==> src/rtl/line_raster_engine.sv <==
// Bresenham line rasteriser and screen-clear engine, one framebuffer write per cycle.
// Optional CLIP_EN: off-screen line pixels are stepped through without being written.
module line_raster_engine #(
  parameter int COORD_W  = 11,
  parameter int SCREEN_W = 320,
  parameter int SCREEN_H = 240,
  parameter int COLOUR_W = 1
) (
  input  logic                clk,
  input  logic                reset,
  input  logic                start,
  input  logic                clear,
  input  logic [COORD_W-1:0]  x0,
  input  logic [COORD_W-1:0]  y0,
  input  logic [COORD_W-1:0]  x1,
  input  logic [COORD_W-1:0]  y1,
  input  logic [COLOUR_W-1:0] colour_in,
  input  logic                pixel_ready,
  output logic [COORD_W-1:0]  x,
  output logic [COORD_W-1:0]  y,
  output logic [COLOUR_W-1:0] colour,
  output logic                pixel_valid,
  output logic                done
);

  localparam int S = COORD_W + 2;
  typedef logic [COORD_W-1:0] crd_t;
  localparam crd_t XL = crd_t'(SCREEN_W - 1);
  localparam crd_t YL = crd_t'(SCREEN_H - 1);

  typedef enum logic [2:0] {IDLE, SETUP, LINE, CLEAR, DONE} state_e;

  state_e              state_q, state_d;
  logic                clr_q, clr_d;
  crd_t                ax0_q, ax0_d, ay0_q, ay0_d;
  crd_t                ax1_q, ax1_d, ay1_q, ay1_d;
  logic [COLOUR_W-1:0] col_q, col_d;
  logic                steep_q, steep_d;
  logic                neg_q, neg_d;
  crd_t                maj_q, maj_d, min_q, min_d;
  crd_t                end_q, end_d;
  crd_t                dx_q, dx_d, dy_q, dy_d;
  logic signed [S-1:0] err_q, err_d;

  logic signed [S-1:0] ddx, ddy, adx, ady, e2;
  logic                steep_s, swp;
  crd_t                a0, a1, b0, b1, ma0, ma1, mb0, mb1;
  crd_t                px, py;
  logic                adv, last_line, last_clr;

  // Endpoint normalisation: major axis chosen, then run in increasing order
  always_comb begin
    ddx     = $signed({2'b00, ax1_q}) - $signed({2'b00, ax0_q});
    ddy     = $signed({2'b00, ay1_q}) - $signed({2'b00, ay0_q});
    adx     = ddx[S-1] ? -ddx : ddx;
    ady     = ddy[S-1] ? -ddy : ddy;
    steep_s = ady > adx;
    a0      = steep_s ? ay0_q : ax0_q;
    a1      = steep_s ? ay1_q : ax1_q;
    b0      = steep_s ? ax0_q : ay0_q;
    b1      = steep_s ? ax1_q : ay1_q;
    swp     = a0 > a1;
    ma0     = swp ? a1 : a0;
    ma1     = swp ? a0 : a1;
    mb0     = swp ? b1 : b0;
    mb1     = swp ? b0 : b1;
  end

  assign px        = steep_q ? min_q : maj_q;
  assign py        = steep_q ? maj_q : min_q;
  assign e2        = err_q + $signed({2'b00, dy_q});
  assign last_line = maj_q == end_q;
  assign last_clr  = (maj_q == XL) && (min_q == YL);

`ifdef CLIP_EN
  logic off;
  assign off = (px >= crd_t'(SCREEN_W)) || (py >= crd_t'(SCREEN_H));
  assign adv = (pixel_valid & pixel_ready) | ((state_q == LINE) & off);
`else
  assign adv = pixel_valid & pixel_ready;
`endif

  always_ff @(posedge clk) begin
    if (reset) begin
      state_q <= IDLE;
      clr_q   <= 1'b0;
      ax0_q   <= '0;
      ay0_q   <= '0;
      ax1_q   <= '0;
      ay1_q   <= '0;
      col_q   <= '0;
      steep_q <= 1'b0;
      neg_q   <= 1'b0;
      maj_q   <= '0;
      min_q   <= '0;
      end_q   <= '0;
      dx_q    <= '0;
      dy_q    <= '0;
      err_q   <= '0;
    end else begin
      state_q <= state_d;
      clr_q   <= clr_d;
      ax0_q   <= ax0_d;
      ay0_q   <= ay0_d;
      ax1_q   <= ax1_d;
      ay1_q   <= ay1_d;
      col_q   <= col_d;
      steep_q <= steep_d;
      neg_q   <= neg_d;
      maj_q   <= maj_d;
      min_q   <= min_d;
      end_q   <= end_d;
      dx_q    <= dx_d;
      dy_q    <= dy_d;
      err_q   <= err_d;
    end
  end

  always_comb begin
    state_d = state_q;
    unique case (state_q)
      IDLE:    if (start) state_d = SETUP;
      SETUP:   state_d = clr_q ? CLEAR : LINE;
      LINE:    if (adv && last_line) state_d = DONE;
      CLEAR:   if (adv && last_clr) state_d = DONE;
      DONE:    if (!start) state_d = IDLE;
      default: state_d = IDLE;
    endcase
  end

  always_comb begin
    clr_d   = clr_q;
    ax0_d   = ax0_q;
    ay0_d   = ay0_q;
    ax1_d   = ax1_q;
    ay1_d   = ay1_q;
    col_d   = col_q;
    steep_d = steep_q;
    neg_d   = neg_q;
    maj_d   = maj_q;
    min_d   = min_q;
    end_d   = end_q;
    dx_d    = dx_q;
    dy_d    = dy_q;
    err_d   = err_q;
    unique case (state_q)
      IDLE: if (start) begin
        clr_d = clear;
        ax0_d = x0;
        ay0_d = y0;
        ax1_d = x1;
        ay1_d = y1;
        col_d = colour_in;
      end
      SETUP: if (clr_q) begin
        steep_d = 1'b0;
        maj_d   = '0;
        min_d   = '0;
      end else begin
        steep_d = steep_s;
        neg_d   = mb1 < mb0;
        maj_d   = ma0;
        min_d   = mb0;
        end_d   = ma1;
        dx_d    = ma1 - ma0;
        dy_d    = (mb1 < mb0) ? mb0 - mb1 : mb1 - mb0;
        err_d   = '0 - $signed({3'b000, dx_d[COORD_W-1:1]});
      end
      LINE: if (adv && !last_line) begin
        maj_d = maj_q + crd_t'(1);
        if (!e2[S-1]) begin
          min_d = neg_q ? min_q - crd_t'(1) : min_q + crd_t'(1);
          err_d = e2 - $signed({2'b00, dx_q});
        end else begin
          err_d = e2;
        end
      end
      CLEAR: if (adv && !last_clr) begin
        if (maj_q == XL) begin
          maj_d = '0;
          min_d = min_q + crd_t'(1);
        end else begin
          maj_d = maj_q + crd_t'(1);
        end
      end
      default: ;
    endcase
  end

  always_comb begin
    x           = '0;
    y           = '0;
    colour      = '0;
    pixel_valid = 1'b0;
    done        = 1'b0;
    unique case (state_q)
      LINE: begin
        x      = px;
        y      = py;
        colour = col_q;
`ifdef CLIP_EN
        pixel_valid = !off;
`else
        pixel_valid = 1'b1;
`endif
      end
      CLEAR: begin
        x           = maj_q;
        y           = min_q;
        pixel_valid = 1'b1;
      end
      DONE:    done = 1'b1;
      default: ;
    endcase
  end

endmodule

==> config.mk <==
export PLATFORM = sky130hd
export DESIGN_NAME = line_raster_engine
export DESIGN_NICKNAME = d
export VERILOG_FILES = /design/src/rtl/line_raster_engine.sv
export SDC_FILE = /design/constraint.sdc
export NUM_CORES = 1
export LEC_CHECK = 0
export ABC_AREA = 1
export BUFFER_PORTS_ARGS = -buffer_cell sky130_fd_sc_hd__buf_2
export CORE_MARGIN = 2
export CORE_UTILIZATION = 40
export CTS_CLUSTER_DIAMETER = 100
export CTS_CLUSTER_SIZE = 14
export DETAILED_ROUTE_END_ITERATION = 8
export GPL_TIMING_DRIVEN = 0
export SYNTH_ARGS = -nofsm -noshare
export SYNTH_HDL_FRONTEND = slang
export SYNTH_SLANG_ARGS = --single-unit
==> constraint.sdc <==
create_clock -name clk -period 9.8 [get_ports clk]
set_input_delay 0.49 -clock clk [delete_from_list [all_inputs] [get_ports clk]]
set_output_delay 0.49 -clock clk [all_outputs]
set_load 0.05 [all_outputs]
Word-level counts from Yosys, hierarchy flattened
Index checks and enable logic that the tools add are counted.
{ "totals": {"register_bits": 119, "latch_bits": 0, "ramBits": 0, "romBits": 0, "input_bits": 50, "out_inout_bits": 25, "n_memories": 0} }
{ "op_classes": {"n_addsub": 13, "mul": 0, "n_div": 0, "n_lt_le_gt_ge": 3, "n_eq_ne": 16, "shift": 0, "muxes": 41, "bitwise_logic": 2, "n_reduce_logical": 17} }
{ "op_table": {"columns": ["cell", "n"], "rows": [
  ["$mux 11", 21],
  ["$pmux 11 s3", 2],
  ["$mux 13", 5],
  ["$pmux 11 s2", 2],
  ["$sub 11x11->11", 3],
  ["$neg 12->13", 2],
  ["$pmux 13 s2", 1],
  ["$sub 11x11->12", 2],
  ["$add 11x1->11 const B", 2],
  ["$ne 2x2->1 const B", 9],
  ["$pmux 3 s5", 1],
  ["$add 13x12->13", 1],
  ["$gt 13x13->1", 1],
  ["$sub 13x12->13", 1],
  ["$mux 3", 4],
  ["$eq 11x11->1", 1],
  ["$eq 11x8->1 const B", 1],
  ["$eq 11x9->1 const B", 1],
  ["$gt 11x11->1", 1],
  ["$lt 11x11->1", 1],
  ["$sub 1x10->11 const A", 1],
  ["$sub 11x1->11 const B", 1],
  ["$eq 3x2->1 const B", 2],
  ["$reduce_and 3->1", 2],
  ["other kinds (14)", 24]
]} }

Logic depth before layout (Yosys ltp)
{ "depth": {"word_depth": 11, "ltp_mapped": 63, "depth_no_buf": 56} }

Worst setup path after synthesis
Ideal clock, no wire load.
{ "synth_timing": {"path_kind": "reg-to-reg", "startpoint": "register ay0_q[2]", "endpoint": "register dy_q[8]", "setup_ps": 115, "arrival_time_ps": 8177, "required_time_ps": 9685, "slack_ps": 1507, "stages_incl_launch_ff": 60, "path_buffers": 6, "period_less_slack_ps": 8293, "path_cell_list": "dfxtp_1 -> inv_1 -> ha_1 -> a21oi_1 -> nand2_1 -> a21oi_1 -> o21bai_1 -> a21oi_1 -> o21bai_1 -> a21oi_1 -> o21bai_1 -> nand2_1 -> nand2_1 -> a21oi_1 -> inv_1 -> nor2_1 -> xor2_1 -> inv_1 -> [24 not listed] -> inv_1 -> ha_1 -> a21oi_1 -> nor2_1 -> nor3_1 -> o21ai_0 -> nand2_1 -> inv_1 -> o21ai_0 -> nand2_1 -> or2_2 -> o21ai_0 -> nand3_1 -> nand2_1 -> a22oi_1 -> xnor2_1 -> o21ai_0 -> inv_1"} }
{ "synth_via": {"elab_chain_cells": 9, "elab_cells_between_ends": 15, "cone_classes": "add/sub: 4; order compare: 3; mux: 8"} }
{ "synth_lines": {"columns": ["element", "line", "text"], "rows": [
  ["start, declared", "35", "crd_t ax0_q, ax0_d, ay0_q, ay0_d;"],
  ["start signal, assigned", "104", "ay0_q <= ay0_d;"],
  ["$sub 11x11->12", "54", "ddy = $signed({2'b00, ay1_q}) - $signed({2'b00, ay0_q});"],
  ["$neg 12->13", "56", "ady = ddy[S-1] ? -ddy : ddy;"],
  ["$mux 13", "56", null],
  ["$gt 13x13->1", "57", "steep_s = ady > adx;"],
  ["$mux 11, on equally long branches", "58, 59", null],
  ["$gt 11x11->1", "62", "swp = a0 > a1;"],
  ["$mux 11, on equally long branches", "66, 65", null],
  ["$sub 11x11->11 / $lt 11x11->1 (equally long branches)", "166", "dy_d = (mb1 < mb0) ? mb0 - mb1 : mb1 - mb0;"],
  ["$mux 11 *", "166", null],
  ["end signal, assigned", "114", "dy_q <= dy_d;"],
  ["end, declared", "42", "crd_t dx_q, dx_d, dy_q, dy_d;"]
]} }
Mark *: on every way between the ends. The rest lies on a longest branch, timed or not.
A chain may end at the register's enable or synchronous reset.

Worst setup path after layout
{ "layout_timing": {"startpoint": "register ax0_q[2]", "endpoint": "register dy_q[7]"} }
{ "layout_via": {"elab_chain_cells": 9, "elab_cells_between_ends": 15, "cone_classes": "add/sub: 4; order compare: 3; mux: 8"} }
{ "layout_lines": {"columns": ["element", "line", "text"], "rows": [
  ["start, declared", "35", null],
  ["start signal, assigned", "87", "ax0_q <= '0;"],
  ["start signal, assigned", "103", "ax0_q <= ax0_d;"],
  ["$sub 11x11->12", "53", "ddx = $signed({2'b00, ax1_q}) - $signed({2'b00, ax0_q});"],
  ["$neg 12->13", "55", "adx = ddx[S-1] ? -ddx : ddx;"],
  ["$mux 13", "55", null],
  ["$gt 13x13->1", "57", null],
  ["$mux 11, on equally long branches", "58, 59", null],
  ["$gt 11x11->1", "62", null],
  ["$mux 11, on equally long branches", "66, 65", null],
  ["$sub 11x11->11 / $lt 11x11->1 (equally long branches)", "166", null],
  ["$mux 11 *", "166", null]
]} }
Marked as above.

==> impl_results.md <==
- Fillcell total: about 3000
- DR WL/cell: 17.40 um
- Syn_nets: between 1500 and 2000
- CTS Root Cell: clkbuf_16
- Vias in the first global route: between 10000 and 15000
- Hold Violations, Final: 0
- CP Capture Type: flop
- Synthesized area per cell: 6.235 sq um
- Largest net degree at the start of global routing: 17
- Row cnt: 61
- Dpl hpwl: between 30 and 40 mm
- Clock Sinks: between 100 and 150
- DP Worst Slack: -1.085 ns
- H-tree lvl count: 4
- Fin nets: 2067
- Num CTS Buffers: 17
- Worst-margin pin slew: 0.9038 ns
- Synth unique cells: 47
- Routability cong.: roughly 0.95
- Layout Utilization: between 40% and 50%
- TritonRoute pass-1 iters: 6
- Final period utilization: 93.42%
- Startpoint Class: flop
- Hold depth: 3
- Count of hold-fix buffers inserted at cts: 0
- Share of cells above drive strength 1: 9.284%
- Vias per cell: around 5.4
- I/O Pins: 75
- Pins Over Slew Limit: 0
- Crit-path most repeated cell: nand2_1
- Post-synthesis cell count: between 1500 and 2000
- Ant diodes: 0
- Routed WL: between 40 and 50 mm
- Worst r2r src: ax0_q[2]
- Critical path's largest stage delay: roughly 0.41 ns
- Hold Crit Endpoint: ax1_q[10]
- Vias after detailed routing: between 10000 and 15000
- Ys async rst share: 0%
- DIE AREA: approximately 0.030 sq mm
- Maximum buffer depth of the clock tree: 2
- Starting Density: roughly two fifths
- Initial antenna violation count: 1
- Core ar.: roughly 0.028 sq mm
- CTS clk-pin slew, worst paths: around 0.06 ns
- Mapped Area: approximately 0.011 sq mm
- Critical Path RT: 10.17 ns
- Skew final: 0.01483 ns
- Worst rel slew slack: between 30% and 40%
- R2R Path End: dy_q[7]
- GR Util All Layers: between 20% and 30%
- Worst r2r path cells: 54
- Post-route ant nets: 0
- Post-synth EDFFs: 0
- Die W: ~170 um
- # setup viols final: 0
- Status: completed
- Setup ws final: 0.6444 ns
- Placed Cells: about 2300
- Max Freq: 109.2 MHz
- Arr. time, crit path: approximately 9.5 ns
- Non-filler cells, final: roughly 2300
- Slowest cell on crit path: ha_1
- DRC violations left: 0
- CTS tree: built
- First-pass GRT wire length: about 61 mm
- Synthesis-stage register bit count: about 120
- Max Cap Viol: 0
- Port-buffer cells: 73
- Synth warnings: 0
- R2R Setup Slk: 0.64 ns
- Clock latency on the worst-skew pair: 0.43 ns
- Register area share after synthesis: roughly a fifth
- GR Overflow Total: 0
- Iteration-0 DRC Markers: about 1300
- Most used flip-flop cell after synthesis: dfxtp_1
- Min-delay worst type: primary input to flop
- Die H: approximately 170 um
- Max FO, Critical Path: 19
- Tmin final: slightly above 9 ns
- Hold Startpoint: x1[10]
- Critical path class: flop to flop
- P&R area growth vs syn: 14.65%
final cells by class:
class / instances / area, sq um / area share, %
Timing Repair Buffer: 81 / 425.4 / 3.274
Clock inverter: 11 / 197.7 / 1.521
Sequential cell: 119 / 2384 / 18.34
Buffer: 73 / 319.1 / 2.455
Inverter: 314 / 1179 / 9.070
Tap cell: 378 / 473.0 / 3.640
Multi-Input combinational cell: 1309 / 7567 / 58.23
Clock buffer: 21 / 450.4 / 3.466
through the flow:
step                area (sq um)  TNS [ns]  hold WS [ns]
finish                     13000         0        0.3443
global placement           12170    -7.612        0.4403
CTS                        12850         0        0.3356
global route               13000  -0.03661        0.3600
detailed placement         12170    -8.682        0.4476
floorplan                  11330         0        0.4300
how the worst max path moves through the flow:
stage	startpoint	end	slack [ns]	depth (start not counted)
2_1_floorplan	ay0_q[2]	dy_q[8]	1.51	59
3_3_place_gp	ax0_q[2]	dy_q[6]	-1.0	57
3_5_place_dp	ax0_q[2]	dy_q[6]	-1.09	58
4_1_cts	ay0_q[2]	dy_q[6]	0.04	56
5_1_grt	ax0_q[2]	dy_q[6]	-0.02	55
6_report	ax0_q[2]	dy_q[7]	0.64	54
layer usage:
layer,GRT usage [%],part of all wire (%)
met5,0,0
met4,10.23,3.4
met3,4.395,6.6
met2,43.36,44
met1,36.76,46
logic make-up after synthesis:
kind of cell / synth area share (%)
compound gates: 24.52
xor+xnor: 5.707
fa+ha+maj: 11.66
buf+inv: 13.19
flops: 21.02
mux: 0.2649
other cells: 0.06626
simple gates: 23.58
cells in the mapped netlist, types with 2 or more instances:
| library cell | count | area, sq um |
|---|---|---|
| a211oi_1 | 2 | 15.01 |
| a21o_1 | 4 | 30.03 |
| a21oi_1 | 186 | 930.9 |
| a221oi_1 | 15 | 131.4 |
| a31oi_1 | 9 | 56.30 |
| buf_1 | 9 | 33.78 |
| buf_2 | 10 | 50.05 |
| buf_6 | 2 | 22.52 |
| clkbuf_1 | 54 | 202.7 |
| clkinv_1 | 5 | 18.77 |
| conb_1 | 2 | 7.510 |
| dfxtp_1 | 119 | 2382 |
| fa_1 | 6 | 120.1 |
| ha_1 | 96 | 1201 |
| inv_1 | 301 | 1130 |
| inv_2 | 8 | 30.03 |
| mux2i_1 | 3 | 30.03 |
| nand2_1 | 338 | 1269 |
| nand2_2 | 11 | 68.82 |
| nand3_1 | 78 | 390.4 |
| nand3_2 | 5 | 50.05 |
| nand3b_1 | 7 | 52.55 |
| nand4_1 | 29 | 181.4 |
| nor2_1 | 111 | 416.7 |
| nor2_2 | 6 | 37.54 |
| nor3_1 | 23 | 115.1 |
| nor4_1 | 3 | 18.77 |
| o211ai_1 | 24 | 180.2 |
| o21a_1 | 2 | 15.01 |
| o21ai_0 | 218 | 1091 |
| o21ai_1 | 21 | 105.1 |
| o21bai_1 | 10 | 75.07 |
| o221ai_1 | 8 | 70.07 |
| o22ai_1 | 7 | 43.79 |
| or2_2 | 4 | 25.02 |
| xnor2_1 | 16 | 140.1 |
| xor2_1 | 56 | 490.5 |
registers in the layout, indices dropped and copies added (netlist names):
name / count
err_q: 13
ax0_q: 11
ax1_q: 11
ay0_q: 11
ay1_q: 11
dx_q: 11
dy_q: 11
end_q: 11
maj_q: 11
min_q: 11
state_q: 3
clr_q: 1
col_q: 1
neg_q: 1
steep_q: 1
what timing repair did:
| action | 4_1_cts | 5_1_grt |
|---|---|---|
| gates resized for setup | 12 | 25 |
| setup endpoints to repair | 11 | 11 |
| pin swaps | 1 | 4 |
| buffers inserted | 0 | 8 |
layout by cell type, fill, tap and decap left out, drive strengths merged, types with 10 or more instances in the layout:
| cell type | synthesis | routed |
|---|---|---|
| buf | 22 | 100 |
| inv | 309 | 309 |
| nand4 | 30 | 30 |
| a221oi | 15 | 15 |
| clkbuf | 54 | 75 |
| a21oi | 186 | 186 |
| ha | 96 | 96 |
| nand3 | 84 | 84 |
| xor2 | 56 | 56 |
| o21ai | 239 | 239 |
| nor2 | 118 | 118 |
| o21bai | 10 | 10 |
| o211ai | 24 | 24 |
| nor3 | 23 | 23 |
| nand2 | 349 | 349 |
| dfxtp | 119 | 119 |
| clkinv | 5 | 10 |
| xnor2 | 17 | 17 |
critical path, delay by kind of cell (launching register included):
family | cells | cell delay (ns)
multiplexers | 1 | 0.31
flip-flops | 1 | 0.33
AND/OR/NAND/NOR | 19 | 2.38
adder cells (fa/ha/maj) | 4 | 1.36
XOR/XNOR | 2 | 0.46
AO/OA/AOI/OAI | 15 | 2.52
buffers and inverters | 13 | 1.75
Power is left out: the tool's default activity adds up to more than one toggle a clock period on the data nets, which glitch-free logic cannot reach.
